==> src/rtl/imem_load_run_ctrl.sv <==
// imem_load_run_ctrl: program lifecycle sequencer for the CPU.
// Packs a byte stream into instruction words, writes them to instruction
// memory, holds the CPU in reset while loading, then runs it until a0 or
// a cycle budget stops it.
module imem_load_run_ctrl #(
    parameter int A_WIDTH   = 32,
    parameter int D_WIDTH   = 32,
    parameter int MEM_WORDS = 256,
    parameter int CNT_WIDTH = 16,
    parameter int RUN_LIMIT = 1024,
    localparam int WC_WIDTH = $clog2(MEM_WORDS + 1)
) (
    input  logic                 i_clk,
    input  logic                 i_rst_n,
    input  logic                 i_clear,
    input  logic                 i_load_valid,
    input  logic [7:0]           i_load_byte,
    input  logic                 i_load_last,
    output logic                 o_load_ready,
    input  logic                 i_start,
    output logic                 o_mem_we,
    output logic [A_WIDTH-1:0]   o_mem_addr,
    output logic [D_WIDTH-1:0]   o_mem_wdata,
    output logic                 o_cpu_rst,
    input  logic                 i_a0,
    output logic                 o_busy,
    output logic                 o_done,
    output logic [1:0]           o_halt_cause,
    output logic [CNT_WIDTH-1:0] o_cycle_count,
    output logic [WC_WIDTH-1:0]  o_word_count,
    output logic                 o_overflow
);

    typedef enum logic [1:0] {
        ST_IDLE,
        ST_READY,
        ST_RUN,
        ST_DONE
    } state_t;

    localparam logic [WC_WIDTH-1:0]  MEM_WORDS_W = WC_WIDTH'(MEM_WORDS);
    localparam logic [CNT_WIDTH-1:0] RUN_LIMIT_W = CNT_WIDTH'(RUN_LIMIT);
    localparam logic [1:0] CAUSE_NONE  = 2'b00;
    localparam logic [1:0] CAUSE_A0    = 2'b01;
    localparam logic [1:0] CAUSE_LIMIT = 2'b10;

    state_t               r_state;
    logic [1:0]           r_byteIdx;
    logic [D_WIDTH-1:0]   r_wordBuf;
    logic                 r_memWe;
    logic [A_WIDTH-1:0]   r_memAddr;
    logic [D_WIDTH-1:0]   r_memWdata;
    logic                 r_cpuRst;
    logic                 r_busy;
    logic                 r_done;
    logic [1:0]           r_haltCause;
    logic [CNT_WIDTH-1:0] r_cycleCount;
    logic [WC_WIDTH-1:0]  r_wordCount;
    logic                 r_overflow;

    logic                 w_loadReady;
    logic                 w_accept;
    logic                 w_wordComplete;
    logic [D_WIDTH-1:0]   w_assembled;
    logic [A_WIDTH-1:0]   w_wordAddr;
    logic [WC_WIDTH-1:0]  w_wcNext;
    logic [CNT_WIDTH-1:0] w_cntNext;

    // The buffer keeps lanes at and above the current byte index zero, so
    // OR-ing the new byte into its lane yields a word with zeroed upper lanes.
    assign w_loadReady    = (r_state == ST_IDLE) && (r_wordCount < MEM_WORDS_W) && !i_clear;
    assign w_accept       = i_load_valid && w_loadReady;
    assign w_wordComplete = (r_byteIdx == 2'd3) || i_load_last;
    assign w_assembled    = r_wordBuf | (D_WIDTH'(i_load_byte) << {r_byteIdx, 3'b000});
    assign w_wordAddr     = A_WIDTH'({r_wordCount, 2'b00});
    assign w_wcNext       = r_wordCount + WC_WIDTH'(1);
    assign w_cntNext      = r_cycleCount + CNT_WIDTH'(1);

    // Lifecycle FSM: packs bytes into words, sequences CPU reset and counts run cycles.
    always_ff @(posedge i_clk or negedge i_rst_n) begin
        if (!i_rst_n) begin
            r_state      <= ST_IDLE;
            r_byteIdx    <= 2'd0;
            r_wordBuf    <= '0;
            r_memWe      <= 1'b0;
            r_memAddr    <= '0;
            r_memWdata   <= '0;
            r_cpuRst     <= 1'b1;
            r_busy       <= 1'b0;
            r_done       <= 1'b0;
            r_haltCause  <= CAUSE_NONE;
            r_cycleCount <= '0;
            r_wordCount  <= '0;
            r_overflow   <= 1'b0;
        end else begin
            r_memWe <= 1'b0;
            if (i_clear) begin
                r_state      <= ST_IDLE;
                r_byteIdx    <= 2'd0;
                r_wordBuf    <= '0;
                r_cpuRst     <= 1'b1;
                r_busy       <= 1'b0;
                r_done       <= 1'b0;
                r_haltCause  <= CAUSE_NONE;
                r_cycleCount <= '0;
                r_wordCount  <= '0;
                r_overflow   <= 1'b0;
            end else begin
                case (r_state)
                    ST_IDLE: begin
                        if (w_accept) begin
                            if (w_wordComplete) begin
                                r_memWe     <= 1'b1;
                                r_memAddr   <= w_wordAddr;
                                r_memWdata  <= w_assembled;
                                r_wordCount <= w_wcNext;
                                r_byteIdx   <= 2'd0;
                                r_wordBuf   <= '0;
                                if (i_load_last) begin
                                    r_state    <= ST_READY;
                                    r_overflow <= 1'b0;
                                end else if (w_wcNext == MEM_WORDS_W) begin
                                    r_state    <= ST_READY;
                                    r_overflow <= 1'b1;
                                end
                            end else begin
                                r_wordBuf <= w_assembled;
                                r_byteIdx <= r_byteIdx + 2'd1;
                            end
                        end
                    end
                    ST_READY, ST_DONE: begin
                        if (i_start) begin
                            r_state      <= ST_RUN;
                            r_cpuRst     <= 1'b0;
                            r_busy       <= 1'b1;
                            r_done       <= 1'b0;
                            r_cycleCount <= '0;
                            r_haltCause  <= CAUSE_NONE;
                        end
                    end
                    ST_RUN: begin
                        r_cycleCount <= w_cntNext;
                        if (i_a0) begin
                            r_state     <= ST_DONE;
                            r_cpuRst    <= 1'b1;
                            r_busy      <= 1'b0;
                            r_done      <= 1'b1;
                            r_haltCause <= CAUSE_A0;
                        end else if (w_cntNext == RUN_LIMIT_W) begin
                            r_state     <= ST_DONE;
                            r_cpuRst    <= 1'b1;
                            r_busy      <= 1'b0;
                            r_done      <= 1'b1;
                            r_haltCause <= CAUSE_LIMIT;
                        end
                    end
                    default: begin
                        r_state <= ST_IDLE;
                    end
                endcase
            end
        end
    end

    assign o_load_ready  = w_loadReady;
    assign o_mem_we      = r_memWe;
    assign o_mem_addr    = r_memAddr;
    assign o_mem_wdata   = r_memWdata;
    assign o_cpu_rst     = r_cpuRst;
    assign o_busy        = r_busy;
    assign o_done        = r_done;
    assign o_halt_cause  = r_haltCause;
    assign o_cycle_count = r_cycleCount;
    assign o_word_count  = r_wordCount;
    assign o_overflow    = r_overflow;

endmodule

==> config.mk <==
export PLATFORM = sky130hd
export DESIGN_NAME = imem_load_run_ctrl
export DESIGN_NICKNAME = d
export VERILOG_FILES = /design/src/rtl/imem_load_run_ctrl.sv
export SDC_FILE = /design/constraint.sdc
export NUM_CORES = 1
export LEC_CHECK = 0
export ABC_AREA = 1
export CORE_ASPECT_RATIO = 1.2
export CORE_UTILIZATION = 25
export DETAILED_ROUTE_END_ITERATION = 10
export GPL_TIMING_DRIVEN = 0
export SYNTH_ARGS = -nofsm -noshare
export SYNTH_HDL_FRONTEND = slang
export SYNTH_SLANG_ARGS = --single-unit
==> constraint.sdc <==
create_clock -name i_clk -period 2.7 [get_ports i_clk]
set_input_delay 0.54 -clock i_clk [delete_from_list [all_inputs] [get_ports i_clk]]
set_output_delay 0.54 -clock i_clk [all_outputs]
set_load 0.01 [all_outputs]
==> impl_metrics.py, run 1 <==
metrics = {
    "yosys": {
        "synth-seq-area-share": 0.526,
        "synth.most_common_cell": "nand2_1",
        "yosys.area.top_type": "dfrtp_1",
        "synthArstFlopShare": 1.00,
        "synthFlopType": "dfrtp_1",
        "synth_warnings": 0,
        "synth_top_cells_by_area": "dfrtp_1, nand2_1, o21ai_0",
        "ys_seq_elements": 109,
        "syn_inst": 611,
        "synth_area_um2": 5190,
        "synth_area_per_cell_um2": 8.50,
        "synth_commonest_cells": "nand2_1, dfrtp_1, nor2_1",
        "synth_top_area_frac": 0.520,
        "synthDistinctLibCells": 34,
        "synth-edff-count": 0,
    },
    "setup_path": {
        "cp_max_fo": 4,
        "start_kind": "flip-flop",
        "crit_type": "reg -> out",
        "max_stage_delay_ps": 540,
        "cp_num_cells": 4,
        "crit_path_end_kind": "output port",
        "startpoint": "r_state[0]",
        "path_cells": "nor2_2 -> nand2_1 -> nor2_1 -> clkdlybuf4s50_1",
        "reg2regPathDepth": 7,
        "worstReg2RegStart": "r_state[0]",
        "required_ps": 2160,
        "cp.buffers_inverters": 1,
        "crit_family": "buffers and inverters",
        "arrival_ps": 1730,
        "slowest_stage": "clkdlybuf4s50_1",
    },
    "sta": {
        "tns_ps": 0,
        "post-route-period-util": 0.841,
        "fin_skew_ps": 5.24,
        "tightestPinTransition_ps": 569,
        "rsz0062_at_grt": "no",
        "fmax_mhz": 441,
        "hold_ws_ps": 91.9,
        "fin_crit_ps": 2270,
        "relSlewSlack": 0.621,
        "finalHoldViolations": 0,
        "layout_setup_ws_ps": 431,
        "slew_violations": 0,
        "setup_viol": 0,
    },
    "cells_and_area": {
        "fin_cells": 1003,
        "fillerInstances": 2124,
        "finish.utilization": 0.334,
        "multi_input_area_um2": 2030,
        "fin_nets": 753,
        "design_area_um2": 6800,
        "regArea_um2": 2730,
        "num_antenna_cells": 0,
        "area_growth_pct": 30.9,
        "drive_gt1_frac": 0.110,
    },
    "power_and_ir_drop": {
        "p_int_mw": 2.97,
        "seq_power_share": 0.452,
        "power_mw": 4.32,
        "swShare": 0.311,
        "powerDensity_nw_per_um2": 635,
        "power_leakage_nw": 3.07,
        "switching_power_mw": 1.34,
        "combPwrFrac": 0.251,
        "ir_worst_vdd_mv": 0.395,
        "clock_power_share": 0.297,
    },
    "clock_network": {
        "numCtsBuffers": 9,
        "clock_sinks": 109,
        "clockBufferDepth": 2,
        "clk_pin_slew_ps": 70,
        "cts_tree": "done",
        "cts-htree-levels": 3,
        "ctsHoldBuffers": 0,
        "cts_root_buf": "clkbuf_16",
        "post-cts-setup-buffer-count": 0,
        "post_cts_resize_count": 0,
        "clk_latency_ps": 350,
    },
    "floorplanning": {
        "fp.dieH_um": 160,
        "fp.dieW_um": 134,
        "fp.dieArea_um2": 21400,
        "ios": 112,
        "start_util": 0.255,
        "rows": 57,
        "core_um2": 20300,
    },
    "detailed_routing": {
        "first_iter_violations": 227,
        "routed_via_density": 4.43,
        "drt_first_pass_iters": 4,
        "vias": 4444,
        "routedWlPerCell_um": 14.1,
        "wirelength_mm": 14.1,
        "ant_nets": 0,
        "drc": 0,
    },
    "run_status": {
        "status": "completed",
    },
    "placed_design": {
        "gp_congestion": 0.811,
        "dp_slack_ps": -223,
        "port_buffers": 88,
        "placedCellCount": 987,
        "dp_hpwl_mm": 10.4,
        "dpl-instance-area_um2": 6520,
    },
    "grt": {
        "antenna_found_initial": 0,
        "grt_pass1_wl_mm": 22.9,
        "grt_start_max_net_pins": 70,
        "grt_util_all_layers": 0.137,
        "grt_pass1_vias": 4271,
        "overflow": 0,
    },
    "min_path": {
        "min_path_type": "in -> async",
    },
    "job": {
        "maxCapViolations": 0,
    },
}
## cells by family (layout without fill, tap and decap cells)
logic type                 Yosys count  count (layout)  synth area share
DFF                                109             109             0.526
other                                1              23          0.000722
xor gates and xnor gates             3               3           0.00506
buffers and inverters              109             214             0.100
and+or+nand+nor                    278             278             0.233
AOI/OAI and AO/OA                  106             106             0.123
adders and majority gates            5               5            0.0120
## path summary, 6_finish.rpt
check / slack [ps] / end
min reg2reg: 470 / o_cpu_rst
max reg2reg: 580 / r_wordBuf[15]
min in group i_clk: 470 / o_cpu_rst
max: 430 / o_load_ready
max in group asynchronous: 1910 / o_mem_wdata[29]
min: 90 / o_cycle_count[6]
## cell type report
| type | count | area share |
|---|---|---|
| Clock buffer | 12 | 0.0363 |
| Sequential cell | 109 | 0.401 |
| Timing Repair Buffer | 89 | 0.134 |
| Inverter | 62 | 0.0342 |
| Multi-Input combinational cell | 415 | 0.298 |
| Buffer | 47 | 0.0423 |
| Clock inverter | 4 | 0.00479 |
| Tap cell | 265 | 0.0488 |
## state kept, by name, indices dropped and copies added (netlist names)
register       count
r_byteIdx          2
o_cycle_count     16
o_halt_cause       2
o_word_count       9
r_wordBuf         32
o_done             1
o_mem_wdata       32
o_mem_we           1
r_state            2
o_mem_addr         9
o_overflow         1
o_cpu_rst          1
o_busy             1
## layer usage
layer  track usage  part of all wire
met5             0                 0
met4        0.0387             0.014
met3        0.0251             0.057
met2         0.223              0.48
met1         0.185              0.45
## power by group through the flow
stage,sequential [mW],combinational (mW),clock (mW)
floorplan,2.04,0.465,0
global placement,1.99,1.08,0
detailed placement,1.98,1.09,0
CTS,1.95,1.10,1.32
global route,1.98,1.19,1.37
finish,1.95,1.08,1.28
## cell usage in the layout (no fill, tap or decap), types with 3 or more instances in the layout
cell type / n
clkbuf_1: 12
nor2_1: 61
clkdlybuf4s50_1: 86
a31o_2: 8
nor2_2: 4
o22ai_1: 14
nand3_1: 23
buf_2: 11
nand2_1: 136
dfrtp_1: 108
conb_1: 23
buf_4: 26
ha_1: 5
inv_1: 59
clkbuf_16: 9
o21bai_1: 16
o21ai_1: 3
nor3_1: 31
o21ai_0: 51
a31oi_1: 8
nand4_1: 9
nand2_2: 5
Power figures use the tool's default switching activity.
==> run 2, diff against run 1 <==
==> constraint.sdc (replaced) <==
create_clock -name i_clk -period 2 [get_ports i_clk]
set_input_delay 0.4 -clock i_clk [delete_from_list [all_inputs] [get_ports i_clk]]
set_output_delay 0.4 -clock i_clk [all_outputs]
set_load 0.01 [all_outputs]
==> run 2 against run 1 <==
Effect of this change:
- via count is 0.92% higher
- non-clock buffer count is 6 higher
- global-route usage hardly changed
- combinational power is 38% higher
- flip-flop and latch count stayed put
- cell count is 0.60% higher
- hold slack better by 370 ps
- register-to-register slack worse by 430 ps
- first-iteration DRC count is 4.8% higher
- count of clock-buffer cells in the layout stayed put
- die area stayed put
==> impl_metrics.py, run 2 (synthesis gave the netlist of run 1 again) <==
metrics = {
    "grt": {
        "overflow": 0,
        "grt_start_max_net_pins": 70,
        "grt_pass1_wl_mm": 23.0,
        "antenna_found_initial": 0,
        "grt_pass1_vias": 4299,
        "grt_util_all_layers": 0.138,
    },
    "setup_path": {
        "crit_type": "reg -> out",
        "crit_family": "buffers and inverters",
        "startpoint": "o_cycle_count[0]",
        "rr_endpoint": "o_busy",
        "crit_path_end_kind": "output port",
        "cp_max_fo": 4,
        "worstReg2RegStart": "o_cycle_count[1]",
        "cp.buffers_inverters": 2,
        "required_ps": 1600,
        "arrival_ps": 1450,
        "rrSetupSlack_ps": 150,
        "start_kind": "flip-flop",
        "max_stage_delay_ps": 540,
        "slowest_stage": "clkdlybuf4s50_1",
        "reg2regPathDepth": 13,
        "path_cells": "buf_4 -> clkdlybuf4s50_1",
    },
    "floorplanning": {
        "fp.dieH_um": 160,
        "ios": 112,
        "start_util": 0.255,
        "fp.dieW_um": 134,
        "fp.dieArea_um2": 21400,
        "core_um2": 20300,
        "rows": 57,
    },
    "sta": {
        "relSlewSlack": 0.619,
        "setup_viol": 0,
        "post-route-period-util": 0.924,
        "layout_setup_ws_ps": 153,
        "fin_skew_ps": 3.29,
        "fmax_mhz": 541,
        "fin_crit_ps": 1850,
        "tightestPinTransition_ps": 572,
        "slew_violations": 0,
        "rsz0062_at_grt": "yes",
        "finalHoldViolations": 0,
    },
    "clock_network": {
        "cts-htree-levels": 3,
        "clk_pin_slew_ps": 70,
        "numCtsBuffers": 9,
        "clk_latency_ps": 350,
        "clock_sinks": 109,
        "cts_tree": "done",
        "cts_root_buf": "clkbuf_16",
        "clockBufferDepth": 2,
    },
    "power_and_ir_drop": {
        "powerDensity_nw_per_um2": 848,
        "power_leakage_nw": 3.08,
        "ir_worst_vdd_mv": 0.534,
    },
    "run_status": {
        "status": "completed",
    },
    "detailed_routing": {
        "wirelength_mm": 14.4,
        "drc": 0,
        "routed_via_density": 4.44,
        "drt_first_pass_iters": 4,
        "vias": 4485,
        "routedWlPerCell_um": 14.2,
        "ant_nets": 0,
        "first_iter_violations": 238,
    },
    "min_path": {
        "worstHoldEndpoint": "o_cpu_rst",
        "whs_path_depth": 2,
        "min_path_type": "reg -> reg",
        "hp-start": "o_cpu_rst",
    },
    "placed_design": {
        "placedCellCount": 987,
        "port_buffers": 88,
        "dp_hpwl_mm": 10.4,
        "dp_slack_ps": -783,
        "gp_congestion": 0.811,
    },
    "cells_and_area": {
        "drive_gt1_frac": 0.137,
        "fin_nets": 759,
        "layout_commonest_cell": "nand2_1",
        "final_cell_mix": "nand2_1, dfrtp_1, clkdlybuf4s50_1",
        "fin_cells": 1009,
        "num_antenna_cells": 0,
        "area_growth_pct": 33.0,
    },
    "job": {
        "maxCapViolations": 0,
    },
}
run 2: changes by cell type in the layout (fill, tap and decap cells not counted), moves of 2 or more:
cell           change
clkbuf_2           +2
buf_2              -2
clkbuf_1           -2
dlygate4sd2_1      +2
nor2_1             -3
dfrtp_2            +5
dfrtp_1            -5
buf_4              +6
nand2_2            +2
nor2_4             +2
nand2_1            -2
run 2: final cells by class:
| type | count | area [um2] |
|---|---|---|
| buffer | 46 | 288 |
| clock buffer | 12 | 246 |
| timing repair buffer | 96 | 962 |
| inverter | 62 | 236 |
| sequential | 109 | 2740 |
| clock inverter | 4 | 32.5 |
| tap | 265 | 332 |
| fill | 2120 | 13400 |
| multi-input combinational | 415 | 2080 |
run 2: power breakdown:
group / leakage (nW) / total (mW) / internal [mW] / switching, mW
clock: 0.129 / 1.73 / 0.889 / 0.843
sequential: 1.48 / 2.63 / 2.48 / 0.157
combinational: 1.47 / 1.49 / 0.665 / 0.826
run 2: worst max-delay path by stage:
stage                                  end  cells past startpoint  slack, ps
after global placement     o_mem_wdata[28]                      1      -3890
after floorplan                     o_busy                     14        220
final                     o_cycle_count[0]                      2        150
after detailed placement     r_wordBuf[15]                      8       -780
after global routing       o_mem_wdata[29]                      8        -20
after CTS                           o_busy                     14        0.3
run 2: worst min-delay path, cell delays in order, from the launching register on:
cell and delay [ps]:
dfstp_2 370, nand2_1 50, nand2_1 40
run 2: timing repair:
action | in CTS | in global routing
hold endpoints to repair | 40 | 0
gates resized for setup | 6 | 17
setup endpoints to repair | 98 | 89
hold buffers | 1 | 0
pin swaps | 0 | 5
buffers inserted | 0 | 6
run 2: per-layer routing:
layer  vias up  share of wire  track usage
met3        10          0.045       0.0251
met1      2140           0.46        0.185
met2       126           0.48        0.224
met4         0          0.012       0.0387
met5         -              0            0
li1       2209              -            -
run 2: per-stage QoR:
stage	utilization	setup TNS (ps)	power, mW	hold slack [ps]	cell area, um2
5_1_grt	0.340	-58.6	6.17	476	6910
4_1_cts	0.335	0	5.91	470	6820
3_3_place_gp	0.319	-483180	4.14	456	6490
3_5_place_dp	0.321	-59780	4.15	347	6520
6_report	0.340	0	5.86	465	6910
2_1_floorplan	-	0	3.39	104	5280
==> run 3, diff against run 2 <==
--- a/config.mk
+++ b/config.mk
@@ -6,8 +6,10 @@
 export NUM_CORES = 1
 export LEC_CHECK = 0
 export ABC_AREA = 1
+export CAP_MARGIN = 20
 export CORE_ASPECT_RATIO = 1.2
 export CORE_UTILIZATION = 25
+export CTS_BUF_LIST = sky130_fd_sc_hd__clkbuf_16
 export DETAILED_ROUTE_END_ITERATION = 10
 export GPL_TIMING_DRIVEN = 0
 export SYNTH_ARGS = -nofsm -noshare
==> run 3 against run 2 <==
Effect of this change:
- critical path depth unchanged
- hold slack about the same
- clock power down 3%
- count of clock-buffer cells in the layout down 3
- core utilization about the same
- clock skew up 0.88 ps
- die area unchanged
- combinational power about the same
- first-iteration DRC count down 2.5%
- largest power group unchanged
- highest routed layer unchanged
==> impl_metrics.py, run 3 (synthesis gave the netlist of run 1 again) <==
metrics = {
    "min_path": {
        "hp-start": "o_cpu_rst",
        "min_path_type": "reg -> reg",
    },
    "detailed_routing": {
        "top_layer": "met4",
        "drc": 0,
        "routed_via_density": 4.49,
        "routedWlPerCell_um": 14.3,
        "first_iter_violations": 232,
        "vias": 4532,
        "drt-met1-wl_mm": 6.48,
        "drt_first_pass_iters": 4,
        "wl_met2_mm": 6.96,
        "ant_nets": 0,
        "wirelength_mm": 14.4,
        "wl_met3_um": 719,
    },
    "cells_and_area": {
        "fillerInstances": 2118,
        "fin_nets": 759,
        "area_growth_pct": 33.0,
        "finish.utilization": 0.340,
        "final_cell_mix": "nand2_1, dfrtp_1, clkdlybuf4s50_1",
        "design_area_um2": 6900,
        "drive_gt1_frac": 0.137,
        "num_antenna_cells": 0,
        "layout_commonest_cell": "nand2_1",
    },
    "grt": {
        "grt_util_all_layers": 0.138,
        "antenna_found_initial": 0,
        "grt_start_max_net_pins": 70,
        "overflow": 0,
        "grt_pass1_wl_mm": 23.0,
        "grt_pass1_vias": 4311,
    },
    "setup_path": {
        "slowest_stage": "clkdlybuf4s50_1",
        "arrival_ps": 1450,
        "start_kind": "flip-flop",
        "startpoint": "o_cycle_count[0]",
        "crit_path_end_kind": "output port",
        "path_cells": "buf_4 -> clkdlybuf4s50_1",
        "max_stage_delay_ps": 540,
        "worstReg2RegStart": "o_cycle_count[1]",
        "required_ps": 1600,
        "crit_type": "reg -> out",
        "cp_max_fo": 4,
    },
    "sta": {
        "fmax_mhz": 540,
        "post-route-period-util": 0.925,
        "setup_viol": 0,
        "tightestPinTransition_ps": 575,
        "fin_crit_ps": 1850,
        "slew_violations": 0,
        "relSlewSlack": 0.617,
        "finalHoldViolations": 0,
        "fin_skew_ps": 4.17,
    },
    "clock_network": {
        "clk_pin_slew_ps": 70,
        "cts-htree-levels": 3,
        "clockBufferDepth": 2,
        "clk_latency_ps": 350,
        "cts_tree": "done",
        "cts_root_buf": "clkbuf_16",
        "clock_sinks": 109,
        "numCtsBuffers": 9,
    },
    "placed_design": {
        "port_buffers": 88,
        "dpl-instance-area_um2": 6520,
        "dp_hpwl_mm": 10.4,
        "gp_congestion": 0.811,
    },
    "run_status": {
        "status": "completed",
    },
    "floorplanning": {
        "core_um2": 20300,
        "rows": 57,
        "fp.dieH_um": 160,
        "ios": 112,
        "start_util": 0.255,
        "fp.dieArea_um2": 21400,
        "fp.dieW_um": 134,
    },
    "power_and_ir_drop": {
        "power_leakage_nw": 3.09,
        "powerDensity_nw_per_um2": 842,
        "power_mw": 5.82,
        "ir_worst_vdd_mv": 0.535,
    },
    "job": {
        "maxCapViolations": 0,
    },
}
==> run 3: cell count changes in the layout (fill, tap and decap cells not counted), sizes merged <==
cell / before / now
inv: 60 / 62
clkbuf: 23 / 20
clkinv: 3 / 4
==> run 3: worst paths after layout <==
path                                    endpoint  slack, ps  cells after the start
worst max register to register            o_busy        160                     13
worst min register to register         o_cpu_rst        460                      2
worst max-delay path            o_cycle_count[0]        150                      2
min in group asynchronous       o_cycle_count[6]        520                      2
worst min-delay path                   o_cpu_rst        460                      2
max in group asynchronous              o_cpu_rst        790                      3
==> run 3: worst max-delay path: cells and delay by family (launching register included) <==
family / cells / cell delay (ps)
buffers and inverters: 2 / 680
flip-flops: 1 / 420
==> run 3: metal layers <==
layer  global-route usage  vias to the layer above
met5                    0                        -
met4               0.0418                        0
met3               0.0241                       13
met2                0.224                      140
met1                0.186                     2171
li1                     -                     2208
==> run 3: final cells by class <==
class	count	area (um2)	share of cell area
Inverter	62	236	0.0343
Clock inverter	7	43.8	0.00634
Tap cell	265	332	0.0480
Sequential cell	109	2740	0.396
Clock buffer	9	225	0.0326
Timing Repair Buffer	96	962	0.139
Buffer	46	289	0.0419
Multi-Input combinational cell	415	2080	0.301
==> run 3: report_power, final <==
| part | internal (mW) | switching (mW) | total, mW |
|---|---|---|---|
| clock | 0.840 | 0.845 | 1.68 |
| combinational | 0.668 | 0.828 | 1.50 |
| sequential | 2.48 | 0.158 | 2.64 |
==> run 3: what timing repair did <==
item | CTS | global route
hold buffers | 1 | 0
setup buffers | 0 | 6
endpoints found under the setup margin | 98 | 89
pin swaps | 0 | 5
endpoints found under the hold margin | 40 | 0
gates resized for setup | 6 | 20
==> run 3: metrics by stage <==
step	setup TNS (ps)	std cells	hold WS, ps	setup WS (ps)
final	0	1009	465	150
after floorplan	0	633	104	215
after global placement	-483180	986	456	-3890
after global routing	-8.70	1009	476	-7.08
after CTS	0	1004	470	0.584
after detailed placement	-59780	987	347	-783
